## config.mk

```make
export PLATFORM = sky130hd
export DESIGN_NAME = useq_branch_ctrl
export DESIGN_NICKNAME = d
export VERILOG_FILES = /design/src/rtl/useq_pkg.sv /design/src/rtl/useq_stack.sv /design/src/rtl/useq_branch_ctrl.sv
export SDC_FILE = /design/constraint.sdc
export NUM_CORES = 1
export LEC_CHECK = 0
export CORE_UTILIZATION = 48
export DETAILED_ROUTE_END_ITERATION = 8
export PLACE_DENSITY = 0.75
export SYNTH_ARGS = -nofsm -noshare
export SYNTH_HDL_FRONTEND = slang
export SYNTH_SLANG_ARGS = --single-unit
```

## constraint.sdc

```tcl
create_clock -name clk -period 2.18 [get_ports clk]
set_input_delay 0.327 -clock clk [delete_from_list [all_inputs] [get_ports clk]]
set_output_delay 0.327 -clock clk [all_outputs]
set_load 0.03 [all_outputs]
```

## src/rtl/useq_pkg.sv

```systemverilog
`default_nettype none
// ============================================================================
// Module      : useq_pkg
// Description : Shared types and default widths for the micro-sequencer
//               branch controller and its return stack.
// Revision    : 1.0 - initial release
// ============================================================================
package useq_pkg;

    localparam int UPC_W_DEF       = 5;
    localparam int STACK_DEPTH_DEF = 4;
    localparam int CNT_W_DEF       = 5;
    localparam int WAIT_MAX_DEF    = 15;

    // Sequencing field of the microinstruction
    typedef enum logic [2:0] {
        BR_NEXT  = 3'd0,
        BR_JMP   = 3'd1,
        BR_JC    = 3'd2,
        BR_JNC   = 3'd3,
        BR_CALL  = 3'd4,
        BR_RET   = 3'd5,
        BR_LDCNT = 3'd6,
        BR_DJNZ  = 3'd7
    } br_type_e;

    // Controller state; FAULT is only left through reset
    typedef enum logic [1:0] {
        ST_RUN   = 2'd0,
        ST_WAIT  = 2'd1,
        ST_FAULT = 2'd2
    } useq_state_e;

endpackage : useq_pkg
`default_nettype wire

```

## src/rtl/useq_stack.sv

```systemverilog
`default_nettype none
// ============================================================================
// Module      : useq_stack
// Description : Return-address LIFO. Top of stack is visible combinationally
//               on dout; push and pop take effect on the rising edge. The
//               caller guarantees no push when full and no pop when empty.
// Revision    : 1.0 - initial release
// ============================================================================
module useq_stack
    import useq_pkg::*;
#(
    parameter int UPC_W       = UPC_W_DEF,
    parameter int STACK_DEPTH = STACK_DEPTH_DEF
) (
    input  logic                           clk,
    input  logic                           reset_n,
    input  logic                           push,
    input  logic                           pop,
    input  logic [UPC_W-1:0]               din,
    output logic [UPC_W-1:0]               dout,
    output logic [$clog2(STACK_DEPTH):0]   depth,
    output logic                           full,
    output logic                           empty
);

    localparam int AW = $clog2(STACK_DEPTH);
    localparam int DW = AW + 1;
    localparam logic [DW-1:0] c_FULL = DW'(STACK_DEPTH);

    logic [UPC_W-1:0] r_mem [STACK_DEPTH];
    logic [DW-1:0]    r_depth;
    logic [DW-1:0]    w_depth_m1;

    // Top entry sits one below the occupancy count
    always_comb begin
        w_depth_m1 = r_depth - 1'b1;
        dout       = r_mem[w_depth_m1[AW-1:0]];
        depth      = r_depth;
        full       = (r_depth == c_FULL);
        empty      = (r_depth == '0);
    end

    // Occupancy counter; cleared asynchronously so a reset empties the stack
    always_ff @(posedge clk or negedge reset_n) begin
        if (!reset_n) begin
            r_depth <= '0;
        end else if (push) begin
            r_depth <= r_depth + 1'b1;
        end else if (pop) begin
            r_depth <= r_depth - 1'b1;
        end
    end

    // Storage needs no reset: entries above depth are never read
    always_ff @(posedge clk) begin
        if (push) begin
            r_mem[r_depth[AW-1:0]] <= din;
        end
    end

endmodule : useq_stack
`default_nettype wire

```

## src/rtl/useq_branch_ctrl.sv

```systemverilog
`default_nettype none
// ============================================================================
// Module      : useq_branch_ctrl
// Description : Micro-sequencer branch controller. Decodes the sequencing
//               field each cycle and drives load_incr/upc_next into the upc
//               register with zero latency. Holds on memory wait, parks at
//               FAULT_VEC on stack misuse or wait timeout.
// Revision    : 1.0 - initial release
// ============================================================================
module useq_branch_ctrl
    import useq_pkg::*;
#(
    parameter int               UPC_W       = UPC_W_DEF,
    parameter int               STACK_DEPTH = STACK_DEPTH_DEF,
    parameter int               CNT_W       = CNT_W_DEF,
    parameter int               WAIT_MAX    = WAIT_MAX_DEF,
    parameter logic [UPC_W-1:0] FAULT_VEC   = 5'h1F
) (
    input  logic                           clk,
    input  logic                           reset_n,
    input  logic [UPC_W-1:0]               upc,
    input  logic [2:0]                     br_type,
    input  logic [UPC_W-1:0]               br_addr,
    input  logic [1:0]                     cond_sel,
    input  logic [3:0]                     flags,
    input  logic                           uwait,
    input  logic                           mem_ready,
    output logic                           load_incr,
    output logic [UPC_W-1:0]               upc_next,
    output logic                           busy,
    output logic                           fault,
    output logic [$clog2(STACK_DEPTH):0]   depth
);

    localparam int WC_W = $clog2(WAIT_MAX + 1);
    localparam logic [WC_W-1:0] c_WAIT_LAST = WC_W'(WAIT_MAX - 1);

    useq_state_e      r_state;
    logic             r_busy;
    logic             r_fault;
    logic [CNT_W-1:0] r_loop_cnt;
    logic [WC_W-1:0]  r_wait_cnt;

    useq_state_e      w_state_nxt;
    logic [CNT_W-1:0] w_cnt_nxt;
    logic [WC_W-1:0]  w_wait_nxt;
    br_type_e         w_op;
    logic [UPC_W-1:0] w_upc_inc;
    logic [UPC_W-1:0] w_stack_top;
    logic             w_flag;
    logic             w_hold;
    logic             w_exec;
    logic             w_err;
    logic             w_push;
    logic             w_pop;
    logic             w_full;
    logic             w_empty;

    useq_stack #(
        .UPC_W       (UPC_W),
        .STACK_DEPTH (STACK_DEPTH)
    ) u_stack (
        .clk     (clk),
        .reset_n (reset_n),
        .push    (w_push),
        .pop     (w_pop),
        .din     (w_upc_inc),
        .dout    (w_stack_top),
        .depth   (depth),
        .full    (w_full),
        .empty   (w_empty)
    );

    // Decode: hold vs. execute, stack error detection, push/pop strobes
    always_comb begin
        w_op      = br_type_e'(br_type);
        w_upc_inc = upc + 1'b1;
        w_flag    = flags[cond_sel];
        w_hold    = ((r_state == ST_RUN)  && uwait && !mem_ready) ||
                    ((r_state == ST_WAIT) && !mem_ready);
        w_exec    = (r_state != ST_FAULT) && !w_hold;
        w_err     = w_exec && (((w_op == BR_CALL) && w_full) ||
                               ((w_op == BR_RET)  && w_empty));
        w_push    = w_exec && (w_op == BR_CALL) && !w_full;
        w_pop     = w_exec && (w_op == BR_RET)  && !w_empty;
    end

    // Zero-latency load/increment selection toward the upc register
    always_comb begin
        load_incr = 1'b0;
        upc_next  = w_upc_inc;
        if (!reset_n) begin
            load_incr = 1'b1;
            upc_next  = '0;
        end else if ((r_state == ST_FAULT) || w_err) begin
            load_incr = 1'b1;
            upc_next  = FAULT_VEC;
        end else if (w_hold) begin
            load_incr = 1'b1;
            upc_next  = upc;
        end else begin
            case (w_op)
                BR_JMP, BR_CALL: begin
                    load_incr = 1'b1;
                    upc_next  = br_addr;
                end
                BR_JC: begin
                    if (w_flag) begin
                        load_incr = 1'b1;
                        upc_next  = br_addr;
                    end
                end
                BR_JNC: begin
                    if (!w_flag) begin
                        load_incr = 1'b1;
                        upc_next  = br_addr;
                    end
                end
                BR_RET: begin
                    load_incr = 1'b1;
                    upc_next  = w_stack_top;
                end
                BR_DJNZ: begin
                    // Counts of 0 and 1 both fall through
                    if (r_loop_cnt > CNT_W'(1)) begin
                        load_incr = 1'b1;
                        upc_next  = br_addr;
                    end
                end
                default: ;
            endcase
        end
    end

    // Next state, wait timer and loop counter
    always_comb begin
        w_state_nxt = r_state;
        w_wait_nxt  = '0;
        w_cnt_nxt   = r_loop_cnt;
        case (r_state)
            ST_RUN: begin
                if (w_err) begin
                    w_state_nxt = ST_FAULT;
                end else if (uwait && !mem_ready) begin
                    w_state_nxt = ST_WAIT;
                end
            end
            ST_WAIT: begin
                if (!mem_ready) begin
                    if (r_wait_cnt == c_WAIT_LAST) begin
                        w_state_nxt = ST_FAULT;
                    end else begin
                        w_wait_nxt = r_wait_cnt + 1'b1;
                    end
                end else if (w_err) begin
                    w_state_nxt = ST_FAULT;
                end else begin
                    w_state_nxt = ST_RUN;
                end
            end
            default: w_state_nxt = ST_FAULT;
        endcase
        if (w_exec) begin
            if (w_op == BR_LDCNT) begin
                w_cnt_nxt = br_addr[CNT_W-1:0];
            end else if ((w_op == BR_DJNZ) && (r_loop_cnt != '0)) begin
                w_cnt_nxt = r_loop_cnt - 1'b1;
            end
        end
    end

    // State register with registered busy/fault flags
    always_ff @(posedge clk or negedge reset_n) begin
        if (!reset_n) begin
            r_state    <= ST_RUN;
            r_busy     <= 1'b0;
            r_fault    <= 1'b0;
            r_loop_cnt <= '0;
            r_wait_cnt <= '0;
        end else begin
            r_state    <= w_state_nxt;
            r_busy     <= (w_state_nxt == ST_WAIT);
            r_fault    <= (w_state_nxt == ST_FAULT);
            r_loop_cnt <= w_cnt_nxt;
            r_wait_cnt <= w_wait_nxt;
        end
    end

    assign busy  = r_busy;
    assign fault = r_fault;

endmodule : useq_branch_ctrl
`default_nettype wire

```

# [After elaboration in Yosys (flattened, before gate mapping)]
# Memories as Yosys holds them, arrays and structs flattened.
# Cells that the tools add are included.
[totals] reg_bits=16 mem_bits_rw=20 inputBits=23 out_inout_bits=11 wordCells=87 memories=1
[classes] n_addsub=5 order_cmp=2 n_eq_ne=14 mux=31 reduce_logical=28
[memory_table] name="u_stack.r_mem" depth=4 width=5 rd=1 rd_ports_with_merged_regs=0 wr=1 line_no="useq_stack.sv:30" source="logic [UPC_W-1:0] r_mem [STACK_DEPTH];"
[ops] operator="5-bit two-way mux" n=8
[ops] operator="5-bit one-hot mux with 5 select lines" n=1
[ops] operator="3-bit equality test, second input constant" n=5
[ops] operator="1-bit logical AND" n=13
[ops] operator="4-bit two-way mux" n=3
[ops] operator="2-bit two-way mux" n=5
[ops] operator="1-bit two-way mux" n=9
[ops] operator="3-bit by 2-bit equality test with 1-bit output, second input constant" n=2
[ops] operator="3-bit two-way mux" n=2
[ops] operator="5-bit by 1-bit adder with 5-bit output, second input constant" n=1
[ops] operator="5-bit by 1-bit > comparator with 1-bit output, second input constant" n=1
[ops] operator="5-bit nonzero test" n=1
[ops] operator="5-bit by 1-bit subtractor with 5-bit output, second input constant" n=1
[ops] operator="4-bit by 1-bit adder with 4-bit output, second input constant" n=1
[ops] operator="2-bit by 1-bit equality test with 1-bit output, second input constant" n=2
[ops] operator="2-bit equality test, second input constant" n=2
[ops] operator="4-bit equality test, second input constant" n=1
[ops] operator="1-bit logical NOT" n=4
[ops] operator="1-bit one-hot mux with 4 select lines" n=1
[ops] operator="2-bit one-hot mux with 2 select lines" n=1
[ops] operator="2-bit nonzero test" n=2
[ops] operator="3-bit by 1-bit adder with 3-bit output, second input constant" n=1
[ops] operator="3-bit by 1-bit equality test with 1-bit output, second input constant" n=1
[ops] operator="3-bit logical NOT" n=1
[ops] operator="other kinds (9)" n=11

# [Logic depth before layout (Yosys ltp)]
[depth] depth_word=11 ltp_mapped=7 depth_no_buf=6

# [By module]
# A second synthesis with hierarchy kept.
[hier_totals] cells_unflattened=186 hier_area_um2=2094.5
[by_module_without_submodules] mod="useq_branch_ctrl" instances=1 cells_per_inst=132 area_each_um2=1099.8 seq_area_each_um2=325.3
[by_module_without_submodules] mod="useq_stack" instances=1 cells_per_inst=54 area_each_um2=994.7 seq_area_each_um2=675.6

# [Worst setup path before layout]
# Ideal clock, no wire load.
[synth_path] path_type="register to output" start="register u_stack.r_depth[0] (netlist: u_stack.depth[0])" end="output upc_next[3]" t_arrival_ns=2.627 t_required_ns=1.853 setup_slack_ns=-0.774 path_stages_with_launch=8 n_path_buf=1 path_cell_list="dfrtp_1 -> buf_1 -> inv_1 -> ha_1 -> nand4bb_1 -> o22ai_1 -> nor3_1 -> a31oi_1"
[synth_between] elab_chain_cells=7 elab_cells_between_ends=13 classes_between="add/sub (1); eq/ne (1); mux (4); reduce/logical (6); memory (1)"
[synth_rtl] item="from (decl)" line_no="useq_stack.sv:31" source="logic [DW-1:0] r_depth;"
[synth_rtl] item="from (signal assigned)" line_no="useq_stack.sv:48" source="r_depth <= r_depth + 1'b1;"
[synth_rtl] item="from (signal assigned)" line_no="useq_stack.sv:50" source="r_depth <= r_depth - 1'b1;"
[synth_rtl] item="parallel branches: the longest is 5 deep, another holds memory 4 x 5 bit"
[synth_rtl] item="5-bit two-way mux (*)" line_no="useq_branch_ctrl.sv:95" source="end else if ((r_state == ST_FAULT) || w_err) begin"
[synth_rtl] item="5-bit two-way mux (*)" line_no="useq_branch_ctrl.sv:92" source="if (!reset_n) begin"
[synth_rtl] item="to (decl)" line_no="useq_branch_ctrl.sv:29" source="output logic [UPC_W-1:0] upc_next,"
# Mark *: on every way between the ends.

# [Worst setup path in the final report]
[layout_path] start="input flags[3]" end="output upc_next[1]"
[layout_between] elab_chain_cells=7 elab_cells_between_ends=8 classes_between="mux (8)"
[layout_rtl] item="from (decl)" line_no="useq_branch_ctrl.sv:25" source="input logic [3:0] flags,"
[layout_rtl] item="1-bit binary-select mux with 2-bit select (*)" line_no="useq_branch_ctrl.sv:78" source="w_flag = flags[cond_sel];"
[layout_rtl] item="1-bit two-way mux (not written as such) (*)" line_no="useq_branch_ctrl.sv:78"
[layout_rtl] item="5-bit two-way mux (on tied branches)" line_no="useq_branch_ctrl.sv:114, useq_branch_ctrl.sv:108"
[layout_rtl] item="5-bit one-hot mux with 5 select lines (*)" line_no="useq_branch_ctrl.sv:102" source="case (w_op)"
[layout_rtl] item="5-bit two-way mux (*)" line_no="useq_branch_ctrl.sv:98" source="end else if (w_hold) begin"
[layout_rtl] item="5-bit two-way mux (*)" line_no="useq_branch_ctrl.sv:95"
[layout_rtl] item="5-bit two-way mux (*)" line_no="useq_branch_ctrl.sv:92"
# Mark *: on every way between the ends. The rest lies on a longest branch, timed or not. The select of a mux whose other input is x is not followed.

==> results.rst <==
.. list-table::
   :header-rows: 1

   * - Metric
     - Value
   * - Run status
     - finished with violations
   * - Failing checks
     - setup timing
   * - Number of placement rows
     - 24
   * - Delay-heaviest family, CP
     - buffers and inverters
   * - Number of library cell types mapped by synthesis
     - 50
   * - PnR Total Power
     - 3.06 mW
   * - DR vias
     - 1955
   * - Port Buf Inserts
     - 33
   * - Clock transition at the registers of the reported paths
     - 80 ps
   * - Worst-case setup margin in the final layout
     - -155 ps
   * - Number of hold buffers added after CTS
     - 0
   * - Total negative setup slack
     - -751 ps
   * - Worst clock skew on the final layout
     - 5.77 ps
   * - Total of endpoints with negative setup slack in the final report
     - 6
   * - FILL cells
     - 291
   * - Arrival time at the worst endpoint
     - 2010 ps
   * - Number of endpoints with negative hold slack in the final report
     - 0
   * - Total global routing overflow
     - 0
   * - Pin count of the biggest net entering global routing
     - 22
   * - Average cell area after synthesis
     - 10.7 um2
   * - Antenna cells
     - 0
   * - Clock buffer depth
     - 2
   * - Most area-consuming cells after synthesis
     - sky130_fd_sc_hd__edfxtp_1 (28%), sky130_fd_sc_hd__dfrtp_1 (18%), sky130_fd_sc_hd__ha_1 (6.3%), sky130_fd_sc_hd__mux2i_1 (4.6%), sky130_fd_sc_hd__nor3_1 (2.5%)
   * - WL per Instance
     - 16.6 um
   * - Number of instances in the synthesized netlist
     - 202
   * - Prevailing post-synth register cell
     - sky130_fd_sc_hd__edfxtp_1
   * - Slew at the pin closest to its max-slew limit
     - 365 ps
   * - Mean number of vias per cell
     - 5.65
   * - Area grow syn2layout
     - 50.6%
   * - Critical path launch point type
     - input port
   * - Number of antenna violations at the first check in global routing
     - 0
   * - Vias in the first global route
     - 2004
   * - Power per Cell Area
     - 937 nW/um2
   * - Area of the mapped netlist
     - 2170 um2
   * - Proportion of layout cells with a drive suffix above 1
     - 0.384
   * - Total GRT Usage
     - 0.255
   * - Total clock sinks
     - 36
   * - Maximum frequency from static timing analysis
     - 428 MHz
   * - CP endpoint kind
     - primary output
   * - Number of CTS-inserted buffers
     - 5
   * - Leakage
     - 1.34 nW
   * - Vertical die dimension
     - 69.2 um
   * - First-pass GRT wire length
     - 9580 um
   * - Peak supply drop
     - 0.616 mV
   * - CTS root buffer
     - sky130_fd_sc_hd__clkbuf_8
   * - Share of synthesized area occupied by flip-flops and latches
     - 0.461
   * - Critical path fanouts, max
     - 5
   * - Net count reported at finish
     - 327
   * - Worst path slowest cell
     - sky130_fd_sc_hd__mux4_2
   * - Setup slack after placement
     - -934 ps
   * - Min-Delay Path Class
     - in2async
   * - Warning count from the yosys run
     - 0
   * - Number of synthesized register bits
     - 36
   * - Clk Latency, worst-skew pair
     - 300 ps
   * - Min Tclk post-route
     - 2330 ps
   * - Area of the die
     - 4790 um2
   * - WL final
     - 5740 um
   * - Gp weighted congestion
     - 0.884
   * - Cell repeated most along the worst path
     - sky130_fd_sc_hd__buf_6
   * - Area of the placeable core
     - 4350 um2
   * - Clock tree from TritonCTS
     - yes
   * - Die Wd
     - 69.2 um
   * - Max Cap Viol
     - 0
   * - Total nets after synthesis
     - 236
   * - Cell accounting for the most synthesized area
     - sky130_fd_sc_hd__edfxtp_1
   * - Highest cell delay on the worst timing path
     - 520 ps
   * - RSZ-0062 raised after global routing
     - true
   * - Worst slew margin
     - 0.756
   * - Detailed-routing iteration count for the pre-antenna-repair pass
     - 4
   * - Pins Over Slew Limit
     - 0
   * - Share of flip-flops with an asynchronous set or reset
     - 0.444
   * - Number of routed nets with antenna violations
     - 0
   * - Post-synth top area share
     - 0.277
   * - Data required time of the worst path
     - 1850 ps
   * - Cells traversed along the worst timing path
     - buf_2 > mux4_2 > buf_6 > o311ai_4 > buf_6 > o31ai_4 > a31oi_2 > buf_6
   * - CTS H-Tree Depth
     - 2
   * - Worst setup path category
     - in2out
   * - Post-route DRC violation count
     - 0
   * - Num ports
     - 34
   * - EDFF count, synth
     - 20
   * - Initial standard-cell utilization of the core
     - 0.498
   * - DP HPWL
     - 4060 um
   * - Initial drt markers
     - 111
   * - Critical path buffer and inverter count
     - 4
   * - Final period utilization
     - 1.07
routing by layer:
layer | track usage | vias to the layer above | share of wire
met5 | 0 | - | 0
met4 | 0.0794 | 0 | 0.015
met3 | 0.0552 | 10 | 0.033
met2 | 0.442 | 42 | 0.52
met1 | 0.316 | 946 | 0.43
li1 | - | 957 | -
cell usage in the layout (no fill, tap or decap), drive strengths merged, types with 2 or more instances in the layout:
cell type,n
a221oi,2
mux2i,11
nor2b,2
xor2,4
ha,11
o31ai,5
and3b,2
nand2b,2
a211oi,2
o2111ai,6
o41ai,2
edfxtp,20
o21bai,3
or3b,2
o22ai,5
inv,14
and3,2
nor2,13
nand2,4
nand3,8
a2bb2oi,3
a31oi,8
dlygate4sd2,3
buf,73
dfrtp,16
o21ai,14
clkdlybuf4s50,18
clkbuf,7
nor3,11
xnor2,4
final timing paths:
kind / startpoint / to / slack [ps] / cells after the start
worst max register to register: r_loop_cnt[1] / r_loop_cnt[0] / 160 / 9
worst min register to register: r_wait_cnt[0] / r_wait_cnt[0] / 490 / 1
max in group asynchronous: reset_n / u_stack.depth[0] / 1460 / 2
min in group clk: r_wait_cnt[0] / r_wait_cnt[0] / 490 / 1
worst max-delay path: flags[3] / upc_next[1] / -150 / 8
worst min-delay path: reset_n / r_loop_cnt[0] / 480 / 2
metrics by stage:
stage                     area (um2)  utilization  hold WS (ps)  instances
final                           3270        0.751           482        346
after global routing            3270        0.751           491        346
after CTS                       3230        0.741           480        349
after detailed placement        2980        0.685           481        332
after global placement          2980        0.685           475        332
after floorplan                 2240            -          31.4        202
cells by family after synthesis:
family	after synthesis	synth area share
DFF	36	0.461
and+or+nand+nor	53	0.134
buffers and inverters	24	0.0479
xor gates and xnor gates	8	0.0323
adders and majority gates	11	0.0634
AOI/OAI and AO/OA	57	0.189
muxes	13	0.0721
timing repair:
item,4_1_cts,5_1_grt
setup buffers,9,1
resized for setup,52,10
setup endpoints to repair,6,11
pin swaps,11,7
final cells by class:
| cell class | count | area (um2) | share of cell area |
|---|---|---|---|
| sequential | 36 | 1000 | 0.307 |
| timing repair buffer | 95 | 797 | 0.244 |
| tap | 52 | 65.1 | 0.0199 |
| inverter | 13 | 48.8 | 0.0149 |
| clock inverter | 1 | 6.26 | 0.00191 |
| clock buffer | 7 | 86.3 | 0.0264 |
| multi-input combinational | 142 | 1260 | 0.386 |
state kept, by name, summed over array words and instances, names as in the netlist:
| signal | count |
|---|---|
| u_stack.r_mem | 20 |
| busy | 1 |
| r_loop_cnt | 5 |
| u_stack.depth | 3 |
| fault | 1 |
| r_wait_cnt | 4 |
| r_state | 2 |
report_power, final:
group | total, mW | leakage (nW) | switching [mW] | internal [mW]
combinational | 1.65 | 0.917 | 0.816 | 0.839
clock | 0.507 | 0.0488 | 0.249 | 0.258
sequential | 0.900 | 0.375 | 0.0723 | 0.828
total | 3.06 | 1.34 | 1.14 | 1.92
worst reg2reg max path: cells and delay by family (launching register included):
kind | cells | cell delay (ps)
buf+inv | 5 | 570
simple gates | 1 | 510
fa+ha+maj | 1 | 150
compound gates | 2 | 330
flops | 1 | 390
Yosys cell counts (2+ instances only):
| cell type | count |
|---|---|
| sky130_fd_sc_hd__a2bb2oi_1 | 3 |
| sky130_fd_sc_hd__a221oi_1 | 2 |
| sky130_fd_sc_hd__o22ai_1 | 5 |
| sky130_fd_sc_hd__nor2b_1 | 2 |
| sky130_fd_sc_hd__nor3_1 | 11 |
| sky130_fd_sc_hd__o21bai_1 | 2 |
| sky130_fd_sc_hd__edfxtp_1 | 20 |
| sky130_fd_sc_hd__ha_1 | 11 |
| sky130_fd_sc_hd__buf_2 | 2 |
| sky130_fd_sc_hd__nor2_1 | 13 |
| sky130_fd_sc_hd__xor2_1 | 4 |
| sky130_fd_sc_hd__o31ai_1 | 5 |
| sky130_fd_sc_hd__o2111ai_1 | 6 |
| sky130_fd_sc_hd__nand2b_1 | 2 |
| sky130_fd_sc_hd__a31oi_1 | 8 |
| sky130_fd_sc_hd__o41ai_1 | 2 |
| sky130_fd_sc_hd__inv_1 | 13 |
| sky130_fd_sc_hd__and3_1 | 2 |
| sky130_fd_sc_hd__dfrtp_1 | 16 |
| sky130_fd_sc_hd__o21ai_1 | 3 |
| sky130_fd_sc_hd__xnor2_1 | 4 |
| sky130_fd_sc_hd__mux2i_1 | 10 |
| sky130_fd_sc_hd__o21ai_0 | 11 |
| sky130_fd_sc_hd__clkbuf_1 | 7 |
| sky130_fd_sc_hd__a211oi_1 | 2 |
| sky130_fd_sc_hd__nand3_1 | 8 |
| sky130_fd_sc_hd__nand2_1 | 4 |
| sky130_fd_sc_hd__and3b_1 | 2 |
No activity file was read; power rests on OpenSTA's default activity.
